<file path="src/rtl/regfile_pkg.sv">
// Shared definitions for the register-file initiator: default sizes,
// FSM state codes and the command op encoding.
package regfile_pkg;

    localparam int unsigned DEFAULT_WIDTH  = 64;
    localparam int unsigned DEFAULT_DEPTH  = 16;
    localparam int unsigned DEFAULT_SELECT = 4;

    // FSM state codes
    localparam logic [2:0] IDLE  = 3'd0;
    localparam logic [2:0] WRITE = 3'd1;
    localparam logic [2:0] READ  = 3'd2;
    localparam logic [2:0] RESP  = 3'd3;
    localparam logic [2:0] CLEAR = 3'd4;

    // Value of cmd_write
    typedef enum logic {
        OP_READ  = 1'b0,
        OP_WRITE = 1'b1
    } op_e;

endpackage

</file>
<file path="src/rtl/regfile_rsp_reg.sv">
// Response capture/hold register. Loads both read words on capture and
// raises rsp_valid; the data stays frozen until the host takes it.
module regfile_rsp_reg
    import regfile_pkg::*;
#(
    parameter int unsigned WIDTH = DEFAULT_WIDTH
) (
    input  logic             clock,
    input  logic             reset,
    input  logic             capture,
    input  logic [WIDTH-1:0] rd_data1,
    input  logic [WIDTH-1:0] rd_data2,
    input  logic             rsp_ready,
    output logic             rsp_valid,
    output logic [WIDTH-1:0] rsp_data1,
    output logic [WIDTH-1:0] rsp_data2
);

    logic             valid_q;
    logic [WIDTH-1:0] data1_q;
    logic [WIDTH-1:0] data2_q;

    // Capture on request, drop valid on handshake, hold data otherwise
    always_ff @(posedge clock or posedge reset) begin
        if (reset) begin
            valid_q <= 1'b0;
            data1_q <= '0;
            data2_q <= '0;
        end else if (capture) begin
            valid_q <= 1'b1;
            data1_q <= rd_data1;
            data2_q <= rd_data2;
        end else if (valid_q && rsp_ready) begin
            valid_q <= 1'b0;
        end
    end

    assign rsp_valid = valid_q;
    assign rsp_data1 = data1_q;
    assign rsp_data2 = data2_q;

endmodule

</file>
<file path="src/rtl/regfile_initiator.sv">
// Register-file initiator: takes host read/write commands and plays them
// onto a level-sensitive register file with registered, non-overlapping
// cs/re/we strobes. Read results return on a valid/ready channel.
// Optional feature: define RF_CLEAR_EN to sweep zeros into every entry
// after reset before the first command is accepted.
module regfile_initiator
    import regfile_pkg::*;
#(
    parameter int unsigned WIDTH  = DEFAULT_WIDTH,
    parameter int unsigned DEPTH  = DEFAULT_DEPTH,
    parameter int unsigned SELECT = DEFAULT_SELECT
) (
    input  logic              clock,
    input  logic              reset,
    input  logic              cmd_valid,
    output logic              cmd_ready,
    input  logic              cmd_write,
    input  logic [SELECT-1:0] cmd_reg1,
    input  logic [SELECT-1:0] cmd_reg2,
    input  logic [WIDTH-1:0]  cmd_wdata,
    output logic              rsp_valid,
    input  logic              rsp_ready,
    output logic [WIDTH-1:0]  rsp_data1,
    output logic [WIDTH-1:0]  rsp_data2,
    output logic              busy,
    output logic              rf_cs,
    output logic              rf_re,
    output logic              rf_we,
    output logic [SELECT-1:0] rf_read_reg1,
    output logic [SELECT-1:0] rf_read_reg2,
    output logic [SELECT-1:0] rf_write_register,
    output logic [WIDTH-1:0]  rf_write_data,
    input  logic [WIDTH-1:0]  rf_read_data1,
    input  logic [WIDTH-1:0]  rf_read_data2
);

    if (DEPTH != (32'd1 << SELECT)) begin : g_depth_check
        $error("regfile_initiator: DEPTH must equal 2**SELECT");
    end

`ifdef RF_CLEAR_EN
    localparam logic [2:0] RESET_STATE = CLEAR;
`else
    localparam logic [2:0] RESET_STATE = IDLE;
`endif

    logic [2:0]        state_q, state_d;
    logic              cs_q, cs_d;
    logic              re_q, re_d;
    logic              we_q, we_d;
    logic              ready_q, ready_d;
    logic              busy_q, busy_d;
    logic [SELECT-1:0] rreg1_q, rreg1_d;
    logic [SELECT-1:0] rreg2_q, rreg2_d;
    logic [SELECT-1:0] wreg_q, wreg_d;
    logic [WIDTH-1:0]  wdata_q, wdata_d;
    logic              capture;
    logic              accept;
    logic              rsp_done;
`ifdef RF_CLEAR_EN
    logic [SELECT-1:0] clr_cnt_q, clr_cnt_d;
`endif

    assign accept   = cmd_valid && ready_q;
    assign rsp_done = rsp_valid && rsp_ready;

    // Next-state and next-output decode; every output is a flop loaded from here
    always_comb begin
        state_d = state_q;
        cs_d    = cs_q;
        re_d    = re_q;
        we_d    = we_q;
        ready_d = ready_q;
        busy_d  = busy_q;
        rreg1_d = rreg1_q;
        rreg2_d = rreg2_q;
        wreg_d  = wreg_q;
        wdata_d = wdata_q;
        capture = 1'b0;
`ifdef RF_CLEAR_EN
        clr_cnt_d = clr_cnt_q;
`endif
        case (state_q)
            IDLE: begin
                ready_d = 1'b1;
                busy_d  = 1'b0;
                cs_d    = 1'b0;
                re_d    = 1'b0;
                we_d    = 1'b0;
                if (accept) begin
                    ready_d = 1'b0;
                    busy_d  = 1'b1;
                    cs_d    = 1'b1;
                    if (cmd_write == OP_WRITE) begin
                        state_d = WRITE;
                        we_d    = 1'b1;
                        wreg_d  = cmd_reg1;
                        wdata_d = cmd_wdata;
                    end else begin
                        state_d = READ;
                        re_d    = 1'b1;
                        rreg1_d = cmd_reg1;
                        rreg2_d = cmd_reg2;
                    end
                end
            end
            WRITE: begin
                state_d = IDLE;
                cs_d    = 1'b0;
                we_d    = 1'b0;
                ready_d = 1'b1;
                busy_d  = 1'b0;
            end
            READ: begin
                // File output is valid for the whole READ cycle; sample it at the closing edge
                state_d = RESP;
                cs_d    = 1'b0;
                re_d    = 1'b0;
                capture = 1'b1;
            end
            RESP: begin
                if (rsp_done) begin
                    state_d = IDLE;
                    ready_d = 1'b1;
                    busy_d  = 1'b0;
                end
            end
`ifdef RF_CLEAR_EN
            CLEAR: begin
                // Leave once the write to the last entry has been on the pins for its cycle
                if (cs_q && (wreg_q == SELECT'(DEPTH - 1))) begin
                    state_d = IDLE;
                    cs_d    = 1'b0;
                    we_d    = 1'b0;
                    ready_d = 1'b1;
                    busy_d  = 1'b0;
                end else begin
                    cs_d      = 1'b1;
                    we_d      = 1'b1;
                    re_d      = 1'b0;
                    wreg_d    = clr_cnt_q;
                    wdata_d   = '0;
                    ready_d   = 1'b0;
                    busy_d    = 1'b1;
                    clr_cnt_d = clr_cnt_q + 1'b1;
                end
            end
`endif
            default: begin
                state_d = IDLE;
                cs_d    = 1'b0;
                re_d    = 1'b0;
                we_d    = 1'b0;
                ready_d = 1'b0;
                busy_d  = 1'b0;
            end
        endcase
    end

    // State and output flops; reset clears strobes asynchronously
    always_ff @(posedge clock or posedge reset) begin
        if (reset) begin
            state_q <= RESET_STATE;
            cs_q    <= 1'b0;
            re_q    <= 1'b0;
            we_q    <= 1'b0;
            ready_q <= 1'b0;
            busy_q  <= 1'b0;
            rreg1_q <= '0;
            rreg2_q <= '0;
            wreg_q  <= '0;
            wdata_q <= '0;
        end else begin
            state_q <= state_d;
            cs_q    <= cs_d;
            re_q    <= re_d;
            we_q    <= we_d;
            ready_q <= ready_d;
            busy_q  <= busy_d;
            rreg1_q <= rreg1_d;
            rreg2_q <= rreg2_d;
            wreg_q  <= wreg_d;
            wdata_q <= wdata_d;
        end
    end

`ifdef RF_CLEAR_EN
    // Sweep counter; reset restarts the clear from entry 0
    always_ff @(posedge clock or posedge reset) begin
        if (reset) begin
            clr_cnt_q <= '0;
        end else begin
            clr_cnt_q <= clr_cnt_d;
        end
    end
`endif

    regfile_rsp_reg #(
        .WIDTH (WIDTH)
    ) u_rsp_reg (
        .clock     (clock),
        .reset     (reset),
        .capture   (capture),
        .rd_data1  (rf_read_data1),
        .rd_data2  (rf_read_data2),
        .rsp_ready (rsp_ready),
        .rsp_valid (rsp_valid),
        .rsp_data1 (rsp_data1),
        .rsp_data2 (rsp_data2)
    );

    assign cmd_ready         = ready_q;
    assign busy              = busy_q;
    assign rf_cs             = cs_q;
    assign rf_re             = re_q;
    assign rf_we             = we_q;
    assign rf_read_reg1      = rreg1_q;
    assign rf_read_reg2      = rreg2_q;
    assign rf_write_register = wreg_q;
    assign rf_write_data     = wdata_q;

endmodule

</file>
<file path="config.mk">
export PLATFORM = sky130hd
export DESIGN_NAME = regfile_initiator
export DESIGN_NICKNAME = d
export VERILOG_FILES = /design/src/rtl/regfile_pkg.sv /design/src/rtl/regfile_rsp_reg.sv /design/src/rtl/regfile_initiator.sv
export SDC_FILE = /design/constraint.sdc
export NUM_CORES = 1
export LEC_CHECK = 0
export CORE_AREA = 2 2 160 162
export DETAILED_ROUTE_END_ITERATION = 10
export DIE_AREA = 0 0 162 164
export PLACE_DENSITY_LB_ADDON = 0.12
export SLEW_MARGIN = 20
export SYNTH_ARGS = -nofsm -noshare
export SYNTH_HDL_FRONTEND = slang
export SYNTH_SLANG_ARGS = --single-unit
</file>
<file path="constraint.sdc">
create_clock -name clock -period 7.5 [get_ports clock]
set_input_delay 1.5 -clock clock [delete_from_list [all_inputs] [get_ports clock]]
set_output_delay 1.5 -clock clock [all_outputs]
set_load 0.05 [all_outputs]
</file>
# ---- Word-level counts from Yosys, hierarchy flattened
# Index checks and enable logic that the tools add are counted.
dict set report totals {
  register_bits 213
  input_bits 205
  out_inout_bits 210
  wordCells 49
}
dict set report classes {
  eq_ne 5
  muxes 19
  bitwise_logic 2
  n_reduce_logical 10
}
# operator count
set ops {}
lappend ops {{1-bit 2-to-1 mux} 10}
lappend ops {{3-bit case mux with 3 select lines} 1}
lappend ops {{3-bit by 2-bit equality test with 1-bit output (second input constant)} 2}
lappend ops {{3-bit 2-to-1 mux} 2}
lappend ops {{1-bit case mux with 2 select lines} 3}
lappend ops {{3-bit AND reduction} 2}
lappend ops {{2-bit != test (second input constant)} 2}
lappend ops {{1-bit case mux with 4 select lines} 1}
lappend ops {{2-bit AND reduction} 2}
lappend ops {{2-bit OR reduction} 2}
lappend ops {{3-bit by 1-bit equality test with 1-bit output (second input constant)} 1}
lappend ops {{3-bit logical NOT} 1}
lappend ops {{1-bit case mux with 3 select lines} 1}
lappend ops {{1-bit logical AND} 2}
lappend ops {{2-bit 2-to-1 mux} 1}
lappend ops {{1-bit inverter} 2}
lappend ops {{2-bit nonzero test} 1}

# ---- Depth between registers and ports, before layout
dict set report depth {
  depth_word 3
  depth_mapped 6
  depth_no_buf 3
}

# ---- Cells and area by module
# From an unflattened synthesis, not the netlist that was laid out.
dict set report hier_totals {
  hier_cells 461
  hier_area_um2 7983.9
}
# mod n_inst cells_per_inst area_per_inst_um2 seq_area_each_um2
set by_module_without_submodules {}
lappend by_module_without_submodules {regfile_rsp_reg 1 274 4835.9 3228.1}
lappend by_module_without_submodules {regfile_initiator 1 187 3148.0 2077.0}

# ---- Worst setup path before layout
# OpenSTA, ideal clock, no wires.
dict set report synth_timing {
  path_kind {in2reg}
  startpoint {in cmd_valid}
  endpoint {reg wdata_q[0], in the netlist rf_write_data[0]}
  setup_ns 0.125
  arrival_time_ns 2.448
  t_required_ns 7.375
  setup_slack_ns 4.927
  stages 5
  path_buffers 2
  path_cell_list {and4bb_1 -> nand2_1 -> buf_6 -> buf_6 -> mux2_4}
}
dict set report synth_between {
  elab_chain_cells 2
}
# item line_no
set synth_lines {}
lappend synth_lines {{start: declaration} regfile_initiator.sv:15} ;# input logic cmd_valid,
lappend synth_lines {{1-bit logical AND} regfile_initiator.sv:64} ;# assign accept = cmd_valid && ready_q;
lappend synth_lines {{3-bit AND reduction (no line)} --}
lappend synth_lines {{end signal: assignment} regfile_initiator.sv:183} ;# wdata_q <= wdata_d;
lappend synth_lines {{end: declaration} regfile_initiator.sv:56} ;# logic [WIDTH-1:0] wdata_q, wdata_d;
# Every way passes these cells.
# A chain may end at the register's enable or synchronous reset.

# ---- Final worst setup path
dict set report layout_timing {
  startpoint {reg ready_q, in the netlist cmd_ready}
  endpoint {out cmd_ready}
}
# item line_no
set layout_rtl {}
lappend layout_rtl {{start: declaration} regfile_initiator.sv:51} ;# logic ready_q, ready_d;
lappend layout_rtl {{start signal: assignment} regfile_initiator.sv:178} ;# ready_q <= ready_d;
lappend layout_rtl {{end: declaration} regfile_initiator.sv:16} ;# output logic cmd_ready,
# No word-level cell between the ends.

==> key figures <==
Run status
  • Status: finished, final reports clean

Floorplanning
  • IO Pins: 415
  • Die ar.: 26600 um2
  • Starting Density: 0.317
  • DIE WIDTH: 162 um
  • Row count: 58
  • Die Height: 164 um
  • Placeable Area: 24800 um2

Timing
  • Setup tns final: 0 ns
  • Endpoints failing hold: 0
  • Slew HR: 0.335
  • Max Fclk: 305 MHz
  • Final setup fails: 0
  • Fin crit share: 0.437
  • RSZ-0062 raised after global routing: false
  • Setup Skew: 0.0161 ns
  • Tmin final: 3.28 ns
  • Worst Max-Slew Pin Slew: 0.998 ns
  • Final Max Slew Viols: 0

Finish
  • Multi-input gate area: 2450 um2
  • Layout cells sized above 1: 0.280
  • Fillers: 2084
  • Area grow syn2layout: 67.5%
  • Nets: 1084
  • Seq. cell area: 5310 um2
  • Antenna fix cells: 0

Min path
  • Worst hold path type: reg2reg
  • Worst hold stages: 1

Clock tree
  • CTS tree: done
  • Setup Buffers After CTS: 0
  • Clock Root Buffer: clkbuf_16
  • CTS Buf Count: 25
  • CTS clk-pin slew, worst paths: 0.06 ns
  • H-Tree Depth: 1
  • Worst-Skew Late Latency: 0.52 ns
  • Clock Path Buffers: 3
  • CTS hold repair buffers: 0
  • Clock Sinks: 212
  • Post_cts resized: 0

Place
  • Port bufs: 414
  • Post-DP HPWL: 17.2 mm
  • RePlAce Congestion: 0.781

Routing
  • Via density: 4.43
  • DR WL/cell: 18.9 um
  • Vias: 5436
  • Pre-antenna DRT Iters: 4
  • Residual DRC: 0
  • DRT iter0 DRCs: 174
  • Post-Route WL: 23.2 mm
  • Post-route ant nets: 0

Global routing
  • GRT Total Usage: 0.169
  • Largest net degree at the start of global routing: 83
  • Total grt overflow: 0
  • First-pass GRT wire length: 34.7 mm
  • Met3 usage: 0.0707
  • M2 GR Usage: 0.300
  • Most Crowded Layer GR: met2
  • Vias in the first global route: 5967
  • Initial antenna violation count: 0
  • Met1 GRT Util: 0.184

Worst setup path
  • Critical Path Start: cmd_ready$_DFFE_PP0P_
  • Critical path's top delay family: buffers and inverters
  • Reg2Reg Depth: 3
  • Worst Path Required: 6.00 ns
  • WS Path Type: reg2out
  • Buffers & Inverters on Critical Path: 1
  • Crit path capture: cmd_ready
  • Reg-to-reg setup timing slack: 4.88 ns
  • CP startpoint kind: flip-flop
  • CP max-delay cell: clkdlybuf4s50_1
  • Critical R2R Launch: state_q[1]$_DFFE_PP0P_
  • Worst-path maximum fanout: 4
  • Worst EP arrival: 1.78 ns
  • Reg2reg end: u_rsp_reg.rsp_data2[8]$_DFFE_PP0N_
  • CP endpoint kind: output pin
  • Levels on crit path: 1
  • Crit path cell chain: clkdlybuf4s50_1
  • CP peak stage delay: 0.86 ns

Yosys
  • Synth area leader: dfrtp_1
  • Mapped Nets: 662
  • Most numerous cell in the Yosys netlist: dfrtp_1
  • Synth warnings: 0
  • Commonest cells in the netlist: 212 x dfrtp_1, 195 x mux2_2, 18 x buf_2
  • Mean Syn Cell Area: 17.2 um2
  • Netlist cell types: 17
  • Post-Syn Area: 7870 um2
  • Synth async-reset ratio: 1.00
  • Mapped Cells: 457
  • Sequential share of the synthesized area: 0.674
  • Seq cells post-synth: 212
  • Synth top area share: 0.674
  • Most area-consuming cells after synthesis: dfrtp_1 67%, mux2_2 28%, mux2_4 1.7%
  • Post-synth EDFFs: 0
  • Main synth FF type: dfrtp_1

Job
  • Max-cap viol count: 0
-- how the worst min path moves through the flow --
stage | startpoint | slack (ns) | end
2_1_floorplan | state_q[0]$_DFFE_PP0P_ | 0.51 | rf_re$_DFFE_PP0N_
4_1_cts | rf_re$_DFFE_PP0N_ | 0.48 | rf_re$_DFFE_PP0N_
3_3_place_gp | rf_re$_DFFE_PP0N_ | 0.47 | rf_re$_DFFE_PP0N_
5_1_grt | rf_re$_DFFE_PP0N_ | 0.51 | rf_re$_DFFE_PP0N_
3_5_place_dp | rf_re$_DFFE_PP0N_ | 0.47 | rf_re$_DFFE_PP0N_
6_report | rf_re$_DFFE_PP0N_ | 0.48 | rf_re$_DFFE_PP0N_
-- kinds of logic (layout without fill, tap and decap cells) --
group / Yosys count / after routing / share of synthesized area
and+or+nand+nor: 9 / 9 / 0.00715
buffers and inverters: 25 / 464 / 0.0167
DFF: 212 / 212 / 0.674
muxes: 204 / 204 / 0.296
AOI/OAI and AO/OA: 7 / 7 / 0.00620
-- cell type report --
cell class | count | area share
sequential | 212 | 0.402
timing repair buffer | 417 | 0.316
multi-input combinational | 220 | 0.186
clock buffer | 38 | 0.0564
tap | 330 | 0.0313
clock inverter | 6 | 0.00683
inverter | 3 | 0.00142
-- sequential cells by signal, indices dropped and copies added (netlist names) --
name	flops
rf_write_data	64
u_rsp_reg.rsp_data1	64
u_rsp_reg.rsp_data2	64
rf_read_reg1	4
rf_read_reg2	4
rf_write_register	4
state_q	2
busy	1
cmd_ready	1
rf_cs	1
rf_re	1
rf_we	1
u_rsp_reg.rsp_valid	1
-- routing by layer --
metal	vias up	wire length [um]
li1	2448	-
met1	2675	8430
met2	278	11600
met3	35	2530
met4	0	630
met5	-	0
-- metrics by stage --
stage | setup WS, ns | instances | area (um2) | hold slack [ns] | utilization
6_report | 4.22 | 1226 | 13200 | 0.476 | 0.531
5_1_grt | 4.18 | 1226 | 13200 | 0.506 | 0.531
4_1_cts | 4.19 | 1226 | 13200 | 0.482 | 0.531
3_5_place_dp | 3.97 | 1182 | 12400 | 0.468 | 0.498
3_3_place_gp | 4.03 | 1182 | 12400 | 0.466 | 0.498
2_1_floorplan | 0.206 | 457 | 7870 | 0.512 | -
-- cells in the final DEF (no fill, tap or decap), drive strengths merged --
cell,netlist,layout
nand3,1,1
nor3,1,1
nand2,4,4
clkbuf,2,38
nand2b,1,1
clkinvlp,0,1
buf,20,3
bufinv,0,2
o21ai,3,3
clkdlybuf4s50,0,414
a21o,1,1
o22a,1,1
clkinv,0,2
mux2,204,204
and4bb,1,1
dfrtp,212,212
nand3b,1,1
a31o,2,2
inv,3,4
Power is left out: the tool's default activity adds up to more than one toggle a clock period on the data nets, which glitch-free logic cannot reach.
==> RTL edit: new RTL, config.mk and constraints unchanged <==
Take the reset off `wdata_q` and load it in a clocked block of its own.
--- a/src/rtl/regfile_initiator.sv
+++ b/src/rtl/regfile_initiator.sv
@@ -169,7 +169,6 @@
             rreg1_q <= '0;
             rreg2_q <= '0;
             wreg_q  <= '0;
-            wdata_q <= '0;
         end else begin
             state_q <= state_d;
             cs_q    <= cs_d;
@@ -180,8 +179,11 @@
             rreg1_q <= rreg1_d;
             rreg2_q <= rreg2_d;
             wreg_q  <= wreg_d;
-            wdata_q <= wdata_d;
         end
+    end
+
+    always_ff @(posedge clock) begin
+        wdata_q <= wdata_d;
     end
 
 `ifdef RF_CLEAR_EN
Behaviour: differs if reset is asserted again (counterexample within 4 cycles, from zero or initial values and one cycle with reset high); with reset held inactive, the same outputs for 4 cycles.
==> RTL edit against the original RTL <==
  * Hold slack better by 0.0031 ns
  * Sequential share of layout area is 4.2 points higher
  * Setup slack worse by 0.014 ns
  * Final area is 3.9% lower
  * Global-route usage is 1.2 points lower
  * Utilization is 2.1 points lower
  * Count of clock-buffer cells in the layout is 4 higher
  * Non-clock buffer count stayed put
  * Sequential cell count stayed put
  * Cell count is 5.1% lower
  * Synthesized area is 4.5% lower
  * Routed wire length is 6.2% lower
  * Register-to-register slack better by 0.29 ns
  * Critical endpoint unchanged
  * Highest routed layer unchanged
==> RTL edit: results <==
export IMPL_outcome="finished, final reports clean"
export IMPL_clkTransAtPathRegs_ns=0.06
export IMPL_ys_seq_area_frac=0.748
export IMPL_cts_resized=0
export IMPL_synth_async_reset_ratio=0.698
export IMPL_clockRootBuffer="clkbuf_16"
export IMPL_grt_max_degree=90
export IMPL_syn_num_nets=592
export IMPL_insertion_delay_ns=0.50
export IMPL_htree_levels=1
export IMPL_ys_types=18
export IMPL_rr_worst_depth=3
export IMPL_worst_path_max_fanout=4
export IMPL_synthFlopType="dfrtp_1"
export IMPL_max_stage_delay_ns=0.86
export IMPL_gp_congestion=0.776
export IMPL_yosys_top_cells_area="dfrtp_1 (49%), edfxtp_1 (26%), mux2_2 (21%), buf_6 (1.9%), nand3b_4 (0.27%)"
export IMPL_holdPathStages=2
export IMPL_io_buffer_count=414
export IMPL_fillers=2131
export IMPL_wl_per_cell_um=18.7
export IMPL_synth_warning_count=0
export IMPL_drive_above_1_share=0.219
export IMPL_fin_skew_ns=0.00668
export IMPL_cts_setup_buffers=0
export IMPL_cp_arrival_ns=1.79
export IMPL_layout_nets=1020
export IMPL_synth_common_cells="dfrtp_1 (148), mux2_2 (140), edfxtp_1 (64)"
export IMPL_irDropWorstVdd_uv=306
export IMPL_worst_pin_slew_ns=0.832
export IMPL_grt_pass1_wl_um=31800
export IMPL_slowest_stage="clkdlybuf4s50_1"
export IMPL_grt_pass1_vias=5442
export IMPL_routed_via_density=4.32
export IMPL_dr_first_iter_drc_count=235
export IMPL_grt_antenna_before_repair=1
export IMPL_hold_buffers=0
export IMPL_synth_edff_count=64
export IMPL_clockBufferDepth=3
export IMPL_grt_use_total=0.157
export IMPL_dr_pass1_iters=4
export IMPL_crit_family="buffers and inverters"
export IMPL_hp_class="flip-flop to flip-flop"
export IMPL_cts_buffers=24
export IMPL_hpwl_um=16300
export IMPL_total_leakage_power_nw=4.97
[RTL edit: changes by cell type after synthesis, moves of 2 or more]
cell,change
dfrtp_1,-64
edfxtp_1,+64
mux2_2,-55
buf_2,-17
buf_6,+11
mux2_4,-9
clkbuf_1,-2
[RTL edit: cell families after synthesis]
group / share of synthesized area
buffers and inverters: 0.0231
multiplexers: 0.210
AND/OR/NAND/NOR: 0.0120
flip-flops: 0.748
AO/OA/AOI/OAI: 0.00666
[RTL edit: path summary, 6_finish.rpt]
| path | endpoint | slack, ns | start |
|---|---|---|---|
| max | cmd_ready | 4.21 | cmd_ready |
| min | rf_we | 0.48 | rf_we |
| max reg2reg | u_rsp_reg.rsp_data2[23] | 5.17 | state_q[1] |
| min reg2reg | rf_we | 0.48 | rf_we |
| max in group asynchronous | u_rsp_reg.rsp_data2[38] | 4.65 | reset |
| min in group asynchronous | rf_read_reg2[2] | 1.54 | reset |
[RTL edit: layout make-up]
cell class | instances | area, um2 | area share
diodes | 2 | 5.00 | 0.000395
clock buffers | 42 | 719 | 0.0568
clock inverters | 1 | 5.00 | 0.000395
inverters | 4 | 20.0 | 0.00158
multi-input cells | 156 | 1720 | 0.135
flip-flops and latches | 212 | 5630 | 0.444
well taps | 330 | 413 | 0.0326
repair buffers | 417 | 4170 | 0.329
[RTL edit: per-layer routing]
metal,part of all wire,up-vias,track usage
met5,0,-,0
li1,-,2254,-
met3,0.097,41,0.0576
met1,0.34,2480,0.164
met2,0.53,258,0.287
met4,0.028,0,0.0607
[RTL edit: where the power goes]
part | total, W | switching [W] | internal (W)
Sequential | 0.00186 | 0.000217 | 0.00164
Combinational | 0.00334 | 0.00208 | 0.00126
Clock | 0.00107 | 0.000431 | 0.000644
[RTL edit: worst reg2reg max path: cells and delay by family (launching register included)]
kind | cells | cell delay, ns
flip-flops | 1 | 0.50
AND/OR/NAND/NOR | 1 | 0.48
multiplexers | 1 | 0.52
buffers and inverters | 1 | 0.71
[RTL edit: per-stage QoR]
stage / instances / power, W / area [um2] / worst slack, ns
floorplan: 387 / 0.00413 / 7520 / 2.02
global placement: 1119 / 0.00522 / 11900 / 4.00
detailed placement: 1119 / 0.00526 / 11900 / 3.96
CTS: 1162 / 0.00637 / 12700 / 4.16
global route: 1163 / 0.00655 / 12700 / 4.12
finish: 1164 / 0.00628 / 12700 / 4.21
